$ cat src/rtl/alu_writeback.sv
// rtl/alu_writeback.sv - ALU result sink: FLAGS merge register plus 2-entry register-write skid buffer.
// Optional macro ALU_WB_FLAGS_FWD_EN: drive flags_fwd combinationally with the flags value being committed this cycle.
module alu_writeback #(
    parameter logic [15:0] FLAGS_RESET = 16'hF002
) (
    input  logic        clk,
    input  logic        reset,
    input  logic        in_valid,
    output logic        in_ready,
    input  logic [15:0] in_result,
    input  logic [15:0] in_flags,
    input  logic [15:0] in_flags_mask,
    input  logic        in_wr_en,
    input  logic [2:0]  in_dest_reg,
    input  logic        in_is_8_bit,
    input  logic        flush,
    output logic        out_valid,
    input  logic        out_ready,
    output logic [15:0] out_result,
    output logic [2:0]  out_dest_reg,
    output logic        out_is_8_bit,
    output logic [15:0] flags,
    output logic [15:0] flags_fwd
);

    // Bit 1 and bits 15:12 always read 1; bits 3 and 5 always read 0.
    localparam logic [15:0] FIXED_ONES  = 16'hF002;
    localparam logic [15:0] FIXED_ZEROS = 16'h0028;
    localparam logic [15:0] FLAGS_INIT  = (FLAGS_RESET | FIXED_ONES) & ~FIXED_ZEROS;

    logic [15:0] flags_q, flags_d, flags_merged;
    logic [19:0] ent0_q, ent0_d, ent1_q, ent1_d;
    logic [1:0]  count_q, count_d;
    logic        in_ready_q, in_ready_d;
    logic        accept, push, pop;
    logic [19:0] new_entry;

    assign accept       = in_valid & in_ready_q & ~flush;
    assign push         = accept & in_wr_en;
    assign pop          = out_valid & out_ready;
    assign new_entry    = {in_result, in_dest_reg, in_is_8_bit};
    assign flags_merged = (((flags_q & ~in_flags_mask) | (in_flags & in_flags_mask))
                           | FIXED_ONES) & ~FIXED_ZEROS;
    assign flags_d      = accept ? flags_merged : flags_q;

    // Entry 0 is always the head; entry 1 shifts down on pop.
    always_comb begin
        ent0_d  = ent0_q;
        ent1_d  = ent1_q;
        count_d = count_q;
        if (flush) begin
            count_d = 2'd0;
        end else begin
            case ({push, pop})
                2'b10: begin
                    if (count_q == 2'd0) ent0_d = new_entry;
                    else                 ent1_d = new_entry;
                    count_d = count_q + 2'd1;
                end
                2'b01: begin
                    ent0_d  = ent1_q;
                    count_d = count_q - 2'd1;
                end
                2'b11: begin
                    if (count_q == 2'd1) begin
                        ent0_d = new_entry;
                    end else begin
                        ent0_d = ent1_q;
                        ent1_d = new_entry;
                    end
                end
                default: ;
            endcase
        end
        in_ready_d = (count_d != 2'd2);
    end

    always_ff @(posedge clk or posedge reset) begin
        if (reset) begin
            flags_q    <= FLAGS_INIT;
            ent0_q     <= '0;
            ent1_q     <= '0;
            count_q    <= 2'd0;
            in_ready_q <= 1'b1;
        end else begin
            flags_q    <= flags_d;
            ent0_q     <= ent0_d;
            ent1_q     <= ent1_d;
            count_q    <= count_d;
            in_ready_q <= in_ready_d;
        end
    end

    assign in_ready     = in_ready_q;
    assign out_valid    = (count_q != 2'd0);
    assign out_result   = ent0_q[19:4];
    assign out_dest_reg = ent0_q[3:1];
    assign out_is_8_bit = ent0_q[0];
    assign flags        = flags_q;

`ifdef ALU_WB_FLAGS_FWD_EN
    assign flags_fwd = flags_d;
`else
    assign flags_fwd = flags_q;
`endif

endmodule

$ cat config.mk
export PLATFORM = sky130hd
export DESIGN_NAME = alu_writeback
export DESIGN_NICKNAME = d
export VERILOG_FILES = /design/src/rtl/alu_writeback.sv
export SDC_FILE = /design/constraint.sdc
export NUM_CORES = 1
export LEC_CHECK = 0
export CAP_MARGIN = 10
export CORE_MARGIN = 3
export CORE_UTILIZATION = 44
export CTS_BUF_LIST = sky130_fd_sc_hd__clkbuf_4 sky130_fd_sc_hd__clkbuf_8
export DETAILED_ROUTE_END_ITERATION = 10
export GPL_TIMING_DRIVEN = 0
export PLACE_DENSITY = 0.8
export SYNTH_ARGS = -nofsm -noshare
export SYNTH_HDL_FRONTEND = slang
export SYNTH_SLANG_ARGS = --single-unit
$ cat constraint.sdc
create_clock -name clk -period 2.8 [get_ports clk]
set_input_delay 0.42 -clock clk [delete_from_list [all_inputs] [get_ports clk]]
set_output_delay 0.42 -clock clk [all_outputs]
set_load 0.05 [all_outputs]
==> After elaboration in Yosys (flattened, before gate mapping) <==
Index checks and enable logic that the tools add are counted.
{ "op_classes": {"addsub": 2, "eq_ne": 8, "mux": 8, "bitwise": 9, "reduce_logical": 6} }
{ "ops": {"columns": ["op", "n"], "rows": [
  ["$mux W20", 4],
  ["$pmux W20 S3", 1],
  ["$pmux W20 S2", 1],
  ["$and A12 B12 Y12", 2],
  ["$not A12 Y12", 1],
  ["$or A12 B12 Y12", 1],
  ["$ne A2 B2 Y1 const B", 4],
  ["$and A1 B1 Y1", 4],
  ["$eq A2 B1 Y1 const B", 2],
  ["$eq A2 B2 Y1 const B", 2],
  ["$pmux W2 S2", 1],
  ["$reduce_and A4 Y1", 1],
  ["$reduce_bool A2 Y1", 2],
  ["$reduce_and A3 Y1", 1],
  ["$reduce_bool A3 Y1", 1],
  ["$add A2 B1 Y2 const B", 1],
  ["$logic_not A2 Y1", 1],
  ["$mux W2", 1],
  ["$sub A2 B1 Y2 const B", 1],
  ["$not A1 Y1", 1]
]} }
{ "totals": {"ff_bits": 52, "input_bits": 58, "out_inout_bits": 54, "word_cells": 38} }

==> Depth between registers and ports, before layout <==
Gate-level depths: netlist of the first run.
{ "depth": {"depth_word": 7, "depth_mapped": 10, "depth_no_buf": 9} }

==> Worst setup path before layout of the first run <==
No wires, ideal clock.
{ "synth_timing": {"path_type": "reg-to-reg", "from": "register in_ready_q, in the netlist in_ready", "to": "register ent1_q[0]", "setup_time_ns": 0.125, "arrival_time_ns": 2.163, "required_time_ns": 2.675, "slack_ns": 0.512, "path_stages_with_launch": 9, "path_buffers": 1, "period_less_slack_ns": 2.288, "cell_sequence": "dfstp_2 nand2_1 nor2_2 and2_1 ha_1 o21ai_1 nor2_2 buf_6 mux2_4"} }
{ "synth_via": {"elab_chain_cells": 6, "word_cells_on_any_way": 10, "cone_classes": "4 x eq/ne; 1 x mux; 3 x bitwise; 2 x reduce/logical"} }
{ "synth_lines": {"columns": ["element", "line_no", "source"], "rows": [
  ["start: declaration", "34", "logic in_ready_q, in_ready_d;"],
  ["start signal: assignment", "90", "in_ready_q <= in_ready_d;"],
  ["$and A1 B1 Y1 (*) (2 in a row)", "38", "assign accept = in_valid & in_ready_q & ~flush;"],
  ["$and A1 B1 Y1 (*)", "39", "assign push = accept & in_wr_en;"],
  ["$eq A2 B2 Y1", "54", "case ({push, pop})"],
  ["$ne A2 B2 Y1 (no line) / $reduce_bool A2 Y1 (equally long branches)", null, null],
  ["$reduce_and A4 Y1 (no line)", null, null],
  ["end signal: assignment", "88", "ent1_q <= ent1_d;"],
  ["end: declaration", "32", "logic [19:0] ent0_q, ent0_d, ent1_q, ent1_d;"]
]} }
Mark *: on every way between the ends. The rest lies on a longest branch, timed or not.
A chain may end at the register's enable or synchronous reset.

==> Worst setup path after layout of the first run <==
{ "layout_timing": {"from": "input port flush", "to": "register ent0_q[11]"} }
{ "layout_via": {"elab_chain_cells": 6, "word_cells_on_any_way": 10, "cone_classes": "4 x eq/ne; 1 x mux; 3 x bitwise; 2 x reduce/logical"} }
{ "layout_lines": {"columns": ["element", "line_no", "source"], "rows": [
  ["start: declaration", "16", "input logic flush,"],
  ["$not A1 Y1 (no line) (*)", null, null],
  ["$and A1 B1 Y1", "38", null],
  ["$and A1 B1 Y1", "39", null],
  ["$eq A2 B2 Y1 / $eq A2 B1 Y1 (equally long branches)", "54", null],
  ["$ne A2 B2 Y1 (no line) / $reduce_bool A3 Y1 (equally long branches)", null, null],
  ["$reduce_and A3 Y1 (no line)", null, null],
  ["end signal: assignment", "87", "ent0_q <= ent0_d;"],
  ["end: declaration", "32", null]
]} }
Marks and branches as above.

==> results of run 1 <==
-- stage by stage --
step	utilization	cells	total power, W
after detailed placement	0.639	384	0.00286
after global routing	0.660	392	0.00354
after global placement	0.636	383	0.00282
after CTS	0.660	392	0.00339
after floorplan	-	228	0.00232
final	0.660	392	0.00336
-- synth_stat cells (all sizes together) --
| master | number | area share |
|---|---|---|
| dfrtp | 51 | 0.50 |
| buf | 32 | 0.092 |
| mux2 | 29 | 0.16 |
| nor2 | 24 | 0.037 |
| a21oi | 21 | 0.057 |
| a22oi | 21 | 0.063 |
| nand2 | 11 | 0.016 |
| inv | 7 | 0.010 |
| ha | 6 | 0.029 |
| conb | 2 | 0.0029 |
| mux2i | 2 | 0.0078 |
| a211oi | 1 | 0.0029 |
| a21o | 1 | 0.0034 |
| and2 | 1 | 0.0024 |
| clkbuf | 1 | 0.0015 |
| dfstp | 1 | 0.010 |
| nand4 | 1 | 0.0024 |
| nor2b | 1 | 0.0034 |
| o211ai | 1 | 0.0029 |
| o21a | 1 | 0.0029 |
| o21ai | 1 | 0.0019 |
-- report_power, final --
part | leakage (nW) | switching, W | total [W] | internal [W]
registers | 0.606 | 0.000153 | 0.00116 | 0.00101
clock network | 0.0592 | 0.000237 | 0.000517 | 0.000280
logic | 0.935 | 0.00100 | 0.00168 | 0.000681
total | 1.60 | 0.00139 | 0.00336 | 0.00197
-- final timing paths --
| path | startpoint | end | slack [ns] | cells past startpoint |
|---|---|---|---|---|
| hold reg to reg | ent1_q[10] | ent1_q[10] | 0.52 | 1 |
| hold / removal | reset | asynchronous set/reset pin | 0.38 | 2 |
| setup reg to reg | in_ready | ent0_q[11] | 0.41 | 8 |
| max in group asynchronous | reset | count_q[1] | 1.93 | 3 |
| setup / recovery | flush | ent0_q[11] | 0.27 | 8 |
| min in group clk | ent1_q[10] | ent1_q[10] | 0.52 | 1 |
-- per-layer routing --
layer,global-route usage,vias to the layer above
li1,-,911
met1,0.223,927
met2,0.294,68
met3,0.0456,2
met4,0.0343,0
met5,0,-
-- critical path, delay by kind of cell --
family / cells / cell delay [ns]
buf+inv: 2 / 0.90
simple gates: 2 / 0.68
compound gates: 3 / 0.49
fa+ha+maj: 1 / 0.27
-- kinds of logic after synthesis --
kind of cell             Yosys count  share of synthesized area
adder cells (fa/ha/maj)            6                     0.0291
buffers and inverters             40                      0.104
AO/OA/AOI/OAI                     47                      0.134
flip-flops                        52                      0.505
AND/OR/NAND/NOR                   38                     0.0612
other                              2                    0.00291
multiplexers                      31                      0.164
-- layout make-up --
| class | count | area [um^2] |
|---|---|---|
| fill | 443 | 1900 |
| inverter | 7 | 26.3 |
| clock inverter | 2 | 38.8 |
| clock buffer | 6 | 76.3 |
| sequential | 52 | 1300 |
| tap | 72 | 90.1 |
| multi-input combinational | 136 | 1050 |
| timing repair buffer | 84 | 851 |
| buffer | 33 | 241 |
==> flow_summary.json, run 1 <==
{
  "grt_max_degree": 43,
  "hold_class": "in2async",
  "syn_to_final_growth_pct": 42.7,
  "avgViaCountPerCell": 4.87,
  "die_y_um": 82.5,
  "worst_pin_slew_ns": 0.518,
  "wl_per_cell_um": 14.1,
  "post_cts_buffers": 0,
  "hpwl_mm": 4.16,
  "hold_viol": 0,
  "synth_cell_types": 27,
  "clkLatencyLatePin_ns": 0.29,
  "gp_congestion": 0.717,
  "fin_area_um2": 3680,
  "grt_pass1_wl_mm": 8.97,
  "top_layer_used": "met4",
  "fin_crit_ns": 2.53,
  "routed-wl-met3_um": 416,
  "layout_commonest_cell": "clkdlybuf4s50_1",
  "cp_data_required_time_ns": 3.03,
  "first_iter_violations": 50,
  "cts_buffers": 5,
  "cp-end-kind": "flip-flop",
  "worst-setup-path-type": "in2reg",
  "slew_headroom": 0.653,
  "fmax_ghz": 0.395,
  "fin_skew_ns": 0.00646,
  "vias": 1908,
  "portBuffers": 83,
  "critPathMaxFanout": 10,
  "layout_common_cells": "83 x clkdlybuf4s50_1, 51 x dfrtp_1, 26 x buf_4",
  "rows": 27,
  "period_share": 0.903,
  "start_util": 0.462,
  "track_usage": 0.173,
  "ant_nets": 0,
  "arrival_ns": 2.76,
  "grt-ovfl-total": 0,
  "route.met2.wl_mm": 2.78,
  "tns_ns": 0,
  "leakage_nw": 1.60,
  "worstPathCellList": "clkdlybuf4s50_1, nor2_2, and2_1, ha_1, a21o_2, clkbuf_1, a22oi_1, a21oi_2",
  "cts_buffer_depth": 2,
  "drc": 0,
  "startpoint_type": "primary input",
  "cts_tree": "done",
  "htree_levels": 2,
  "fp.dieW_um": 82.5,
  "hold_buffers": 0,
  "die_area_um2": 6810,
  "rsz0062_at_grt": "false",
  "wl_mm": 5.51,
  "syn_avg_cell_area_um2": 11.9,
  "worst_path_largest_cell_delay_ns": 0.53,
  "finalSetupViolCount": 0,
  "wl_met1_mm": 2.29,
  "cts_resized": 0,
  "syn-instance-count": 216,
  "first_pass_iters": 4,
  "syn_area_um2": 2580,
  "vdd.ir_drop.worst_mv": 0.547,
  "hold_slack_ns": 0.377,
  "dpl_cell_area_um2": 3560,
  "diodes": 0,
  "yosysSeqAreaShare": 0.505,
  "critPathSlowestCell": "clkdlybuf4s50_1",
  "grt_pass1_vias": 1915,
  "nets": 383,
  "antenna_found_initial": 0,
  "power.density_nw_per_um2": 913,
  "pin_count": 112,
  "outcome": "complete, no violations",
  "synth.ff_latch_count": 52,
  "drv_slew": 0,
  "max_cap_violations": 0,
  "ys_warn_count": 0,
  "post-place-ws_ns": -0.0751,
  "cts.sinks": 52,
  "layout_setup_ws_ns": 0.271,
  "fp.coreArea_um2": 5570,
  "clk_pin_slew_ns": 0.09,
  "drive_gt1_frac": 0.275,
  "ctsRootBufferMaster": "clkbuf_8"
}
(Power assumes the default switching activity.)
==> run 2: changes to the inputs <==
Settings changed: CORE_UTILIZATION 44 to 39, PLACE_DENSITY 0.8 to 0.75.
Clock period 2.8 ns to 2.17 ns, I/O delays scaled along.
==> flow_summary.json, run 2 (synthesis gave the netlist of run 1 again) <==
{
  "outcome": "complete, no violations",
  "portBuffers": 83,
  "power.density_nw_per_um2": 1130,
  "leakage_nw": 1.63,
  "hold_class": "in2async",
  "grt_pass1_vias": 1985,
  "seqCellArea_um2": 1300,
  "drv_slew": 0,
  "cts.sinks": 52,
  "htree_levels": 2,
  "dpl.cell_count": 387,
  "fmax_ghz": 0.480,
  "diodes": 0,
  "fin_area_um2": 3760,
  "worst_pin_slew_ns": 0.523,
  "first_iter_violations": 36,
  "track_usage": 0.153,
  "drc": 0,
  "dpl_cell_area_um2": 3580,
  "fill_cells": 516,
  "fp.coreArea_um2": 6170,
  "fin_crit_ns": 2.08,
  "pin_count": 112,
  "final-instance-count-excl-fill": 401,
  "startpoint_type": "flip-flop",
  "vdd.ir_drop.worst_mv": 0.816,
  "cp_data_required_time_ns": 1.84,
  "final_core_util": 0.611,
  "finalSetupViolCount": 0,
  "nets": 389,
  "fp.dieW_um": 87.3,
  "cts_buffers": 5,
  "drive_gt1_frac": 0.316,
  "start_util": 0.418,
  "critPathMaxFanout": 4,
  "die_area_um2": 7620,
  "clkLatencyLatePin_ns": 0.31,
  "vias": 1868,
  "ctsRootBufferMaster": "clkbuf_8",
  "grt_pass1_wl_mm": 9.32,
  "syn_to_final_growth_pct": 46.1,
  "antenna_found_initial": 0,
  "layout_commonest_cell": "clkdlybuf4s50_1",
  "multiInputGateArea_um2": 1100,
  "avgViaCountPerCell": 4.66,
  "gp_congestion": 0.703,
  "period_share": 0.960,
  "hold_viol": 0,
  "die_y_um": 87.3,
  "grt_max_degree": 43,
  "first_pass_iters": 4,
  "max_cap_violations": 0,
  "layout_common_cells": "82 x clkdlybuf4s50_1, 51 x dfrtp_1, 30 x buf_4",
  "wl_mm": 5.63,
  "ant_nets": 0,
  "hpwl_mm": 4.04,
  "slew_headroom": 0.651,
  "cts_buffer_depth": 2,
  "rows": 28,
  "power_w": 0.00427,
  "arrival_ns": 1.76,
  "cts_tree": "done",
  "worst-setup-path-type": "reg2out",
  "cp-end-kind": "output pin",
  "wl_per_cell_um": 14.0,
  "grt-ovfl-total": 0,
  "clk_pin_slew_ns": 0.11,
  "fin_skew_ns": 0.00944
}
==> run 2: changes by cell type in the layout (fill, tap and decap cells not counted), moves of 2 or more <==
cell      before  now
inv_2          1    4
buf_4         26   30
nor2_2         2    0
clkinv_4       0    2
inv_1          6    3
nor2_4         0    2
buf_6          2    4
ha_4           0    2
ha_1           6    3
==> run 2: where the power goes <==
| part | internal, W | leakage [nW] | switching (W) |
|---|---|---|---|
| logic | 0.000897 | 0.975 | 0.00130 |
| registers | 0.00130 | 0.606 | 0.000192 |
| clock network | 0.000236 | 0.0487 | 0.000341 |
==> run 2: metrics by stage <==
stage / TNS [ns] / hold slack, ns / setup slack, ns
2_1_floorplan: 0 / 0.392 / 0.00303
6_report: 0 / 0.259 / 0.0870
4_1_cts: 0 / 0.266 / 0.00926
5_1_grt: -0.0716 / 0.283 / -0.0128
3_5_place_dp: -15.61 / 0.493 / -0.423
3_3_place_gp: -36.47 / 0.493 / -0.437
==> run 2: worst max-delay path, stage by stage (launching register included) <==
cell             delay, ns
dfrtp_1               0.37
inv_2                 0.06
ha_4                  0.18
inv_1                 0.05
clkdlybuf4s50_1       0.79
==> run 2: layout make-up <==
type | instances | area share
Buffer | 33 | 0.0641
Tap cell | 75 | 0.0249
Sequential cell | 52 | 0.346
Clock inverter | 3 | 0.00698
Multi-Input combinational cell | 136 | 0.293
Clock buffer | 5 | 0.0183
Timing Repair Buffer | 90 | 0.240
Inverter | 7 | 0.00698
==> run 2: path summary, 6_finish.rpt <==
kind,start,to,slack [ns],cells past startpoint
max reg2reg,count_q[0],ent1_q[12],0.09,10
min reg2reg,ent1_q[19],ent1_q[19],0.52,1
max,count_q[0],out_valid,0.09,4
max in group asynchronous,reset,ent1_q[17],1.40,3
min,reset,asynchronous set/reset pin,0.26,2
min in group clk,ent1_q[19],ent1_q[19],0.52,1
==> run 2: what timing repair did <==
item / CTS / global route
pin swaps: 2 / 2
resized for setup: 8 / 7
setup buffers: 2 / 2
cloned: 2 / 0
setup endpoints to repair: 41 / 21
hold buffers: 0 / 0
==> run 2: layer usage <==
metal,part of all wire,track usage,up-vias
met1,0.43,0.192,881
met5,0,0,-
met3,0.064,0.0360,5
met2,0.50,0.266,58
met4,0.0076,0.0377,0
li1,-,-,924
==> run 3: changes to the inputs <==
Settings changed: CORE_UTILIZATION 39 to 47, HOLD_SLACK_MARGIN from default to 0.02, PLACE_DENSITY 0.75 to 0.85.
Clock period 2.17 ns to 2.5 ns, I/O delays scaled along.
==> flow_summary.json, run 3 (synthesis gave the netlist of run 1 again) <==
{
  "outcome": "complete, no violations",
  "grt_util_met2": 0.338,
  "final_core_util": 0.710,
  "gp_congestion": 0.777,
  "htree_levels": 2,
  "cts_tree": "done",
  "fp.dieW_um": 80.1,
  "die_y_um": 80.1,
  "fin_crit_ns": 2.32,
  "pin_count": 112,
  "fin_skew_ns": 0.0130,
  "arrival_ns": 2.52,
  "wl_per_cell_um": 14.9,
  "first_iter_violations": 41,
  "max_cap_violations": 0,
  "clkLatencyLatePin_ns": 0.31,
  "layout_commonest_cell": "clkdlybuf4s50_1",
  "slew_headroom": 0.654,
  "clk_pin_slew_ns": 0.09,
  "hold_viol": 0,
  "first_pass_iters": 4,
  "cts_buffers": 5,
  "vdd.ir_drop.worst_mv": 0.690,
  "hpwl_mm": 4.25,
  "hold_class": "in2async",
  "portBuffers": 83,
  "drive_gt1_frac": 0.283,
  "power_w": 0.00379,
  "grt_pass1_vias": 1954,
  "die_area_um2": 6410,
  "critPathMaxFanout": 10,
  "startpoint_type": "primary input",
  "worstPathCellList": "clkdlybuf4s50_1, nor2_4, and2_1, ha_1, a22oi_2, o21ai_1, nor2_2, buf_6, mux2_4",
  "worst_pin_slew_ns": 0.518,
  "wl_mm": 5.85,
  "finalSetupViolCount": 0,
  "grt-ovfl-total": 0,
  "tns_ns": 0,
  "grt_max_degree": 41,
  "rsz0062_at_grt": "false",
  "track_usage": 0.192,
  "leakage_nw": 1.61,
  "avgViaCountPerCell": 4.82,
  "top_usage_layer": "met2",
  "cp-end-kind": "flip-flop",
  "syn_to_final_growth_pct": 43.4,
  "vias": 1888,
  "antenna_found_initial": 0,
  "worst-setup-path-type": "in2reg",
  "start_util": 0.495,
  "worst_path_largest_cell_delay_ns": 0.66,
  "diodes": 0,
  "hold_slack_ns": 0.334,
  "cp_data_required_time_ns": 2.69,
  "ant_nets": 0,
  "period_share": 0.930,
  "rows": 26,
  "drc": 0,
  "drv_slew": 0,
  "nets": 385,
  "cts_buffer_depth": 2,
  "grt_pass1_wl_mm": 9.51,
  "fmax_ghz": 0.430,
  "critPathSlowestCell": "clkdlybuf4s50_1",
  "fill_cells": 396,
  "power.density_nw_per_um2": 1030,
  "fp.coreArea_um2": 5200,
  "cts.sinks": 52,
  "grt_use_met3": 0.0471,
  "grt_use_met1": 0.237,
  "layout_common_cells": "83 x clkdlybuf4s50_1, 51 x dfrtp_1, 28 x buf_4",
  "ctsRootBufferMaster": "clkbuf_8"
}
## run 3: cell count changes in the layout (fill, tap and decap cells not counted), moves of 2 or more
cell	change
ha_1	+3
inv_1	+3
inv_2	-3
buf_4	-2
buf_6	-2
clkinv_4	-2
ha_4	-2
## run 3: where the power goes
part           total (W)  switching [W]  leakage [nW]  internal [W]
Sequential       0.00131       0.000176         0.606       0.00113
Combinational    0.00189        0.00113         0.950      0.000767
Clock           0.000594       0.000293        0.0548      0.000302
Total            0.00379        0.00160          1.61       0.00220
## run 3: metal layers
layer,wire length [um],part of all wire
met5,0,0
met4,53,0.0091
met3,363,0.062
met2,3030,0.52
met1,2410,0.41
## run 3: final timing paths
kind / from / to / slack [ns] / cells past startpoint
setup / recovery: flush / ent1_q[12] / 0.18 / 9
hold / removal: reset / asynchronous set/reset pin / 0.33 / 2
setup reg to reg: count_q[0] / ent1_q[12] / 0.20 / 10
hold reg to reg: ent1_q[5] / ent1_q[5] / 0.52 / 1
max in group asynchronous: reset / ent1_q[7] / 1.67 / 3
min in group clk: ent1_q[5] / ent1_q[5] / 0.52 / 1
## run 3: area by class of cell
| class | count | area [um^2] | share of cell area |
|---|---|---|---|
| flip-flops and latches | 52 | 1300 | 0.352 |
| multi-input cells | 136 | 1060 | 0.286 |
| repair buffers | 86 | 866 | 0.234 |
| plain buffers | 33 | 243 | 0.0657 |
| well taps | 70 | 87.6 | 0.0237 |
| clock buffers | 5 | 68.8 | 0.0186 |
| clock inverters | 3 | 46.3 | 0.0125 |
| inverters | 7 | 26.3 | 0.00711 |
## run 3: critical path: cells and delay by family
family | cells | cell delay [ns]
compound gates | 2 | 0.28
buf+inv | 2 | 0.87
simple gates | 3 | 0.42
mux | 1 | 0.32
fa+ha+maj | 1 | 0.26
## run 3: timing repair
item	4_1_cts	5_1_grt
hold buffers	0	0
gates resized for setup	1	2
setup endpoints to repair	4	33
cloned	0	0
setup buffers	0	2
pin swaps	0	1
## run 3: stage by stage
stage / instances / cell area, um^2 / setup slack, ns
floorplan: 228 / 2620 / 0.212
global placement: 381 / 3540 / -0.277
detailed placement: 382 / 3560 / -0.297
CTS: 390 / 3680 / 0.0832
global route: 392 / 3700 / 0.0455
finish: 392 / 3700 / 0.176
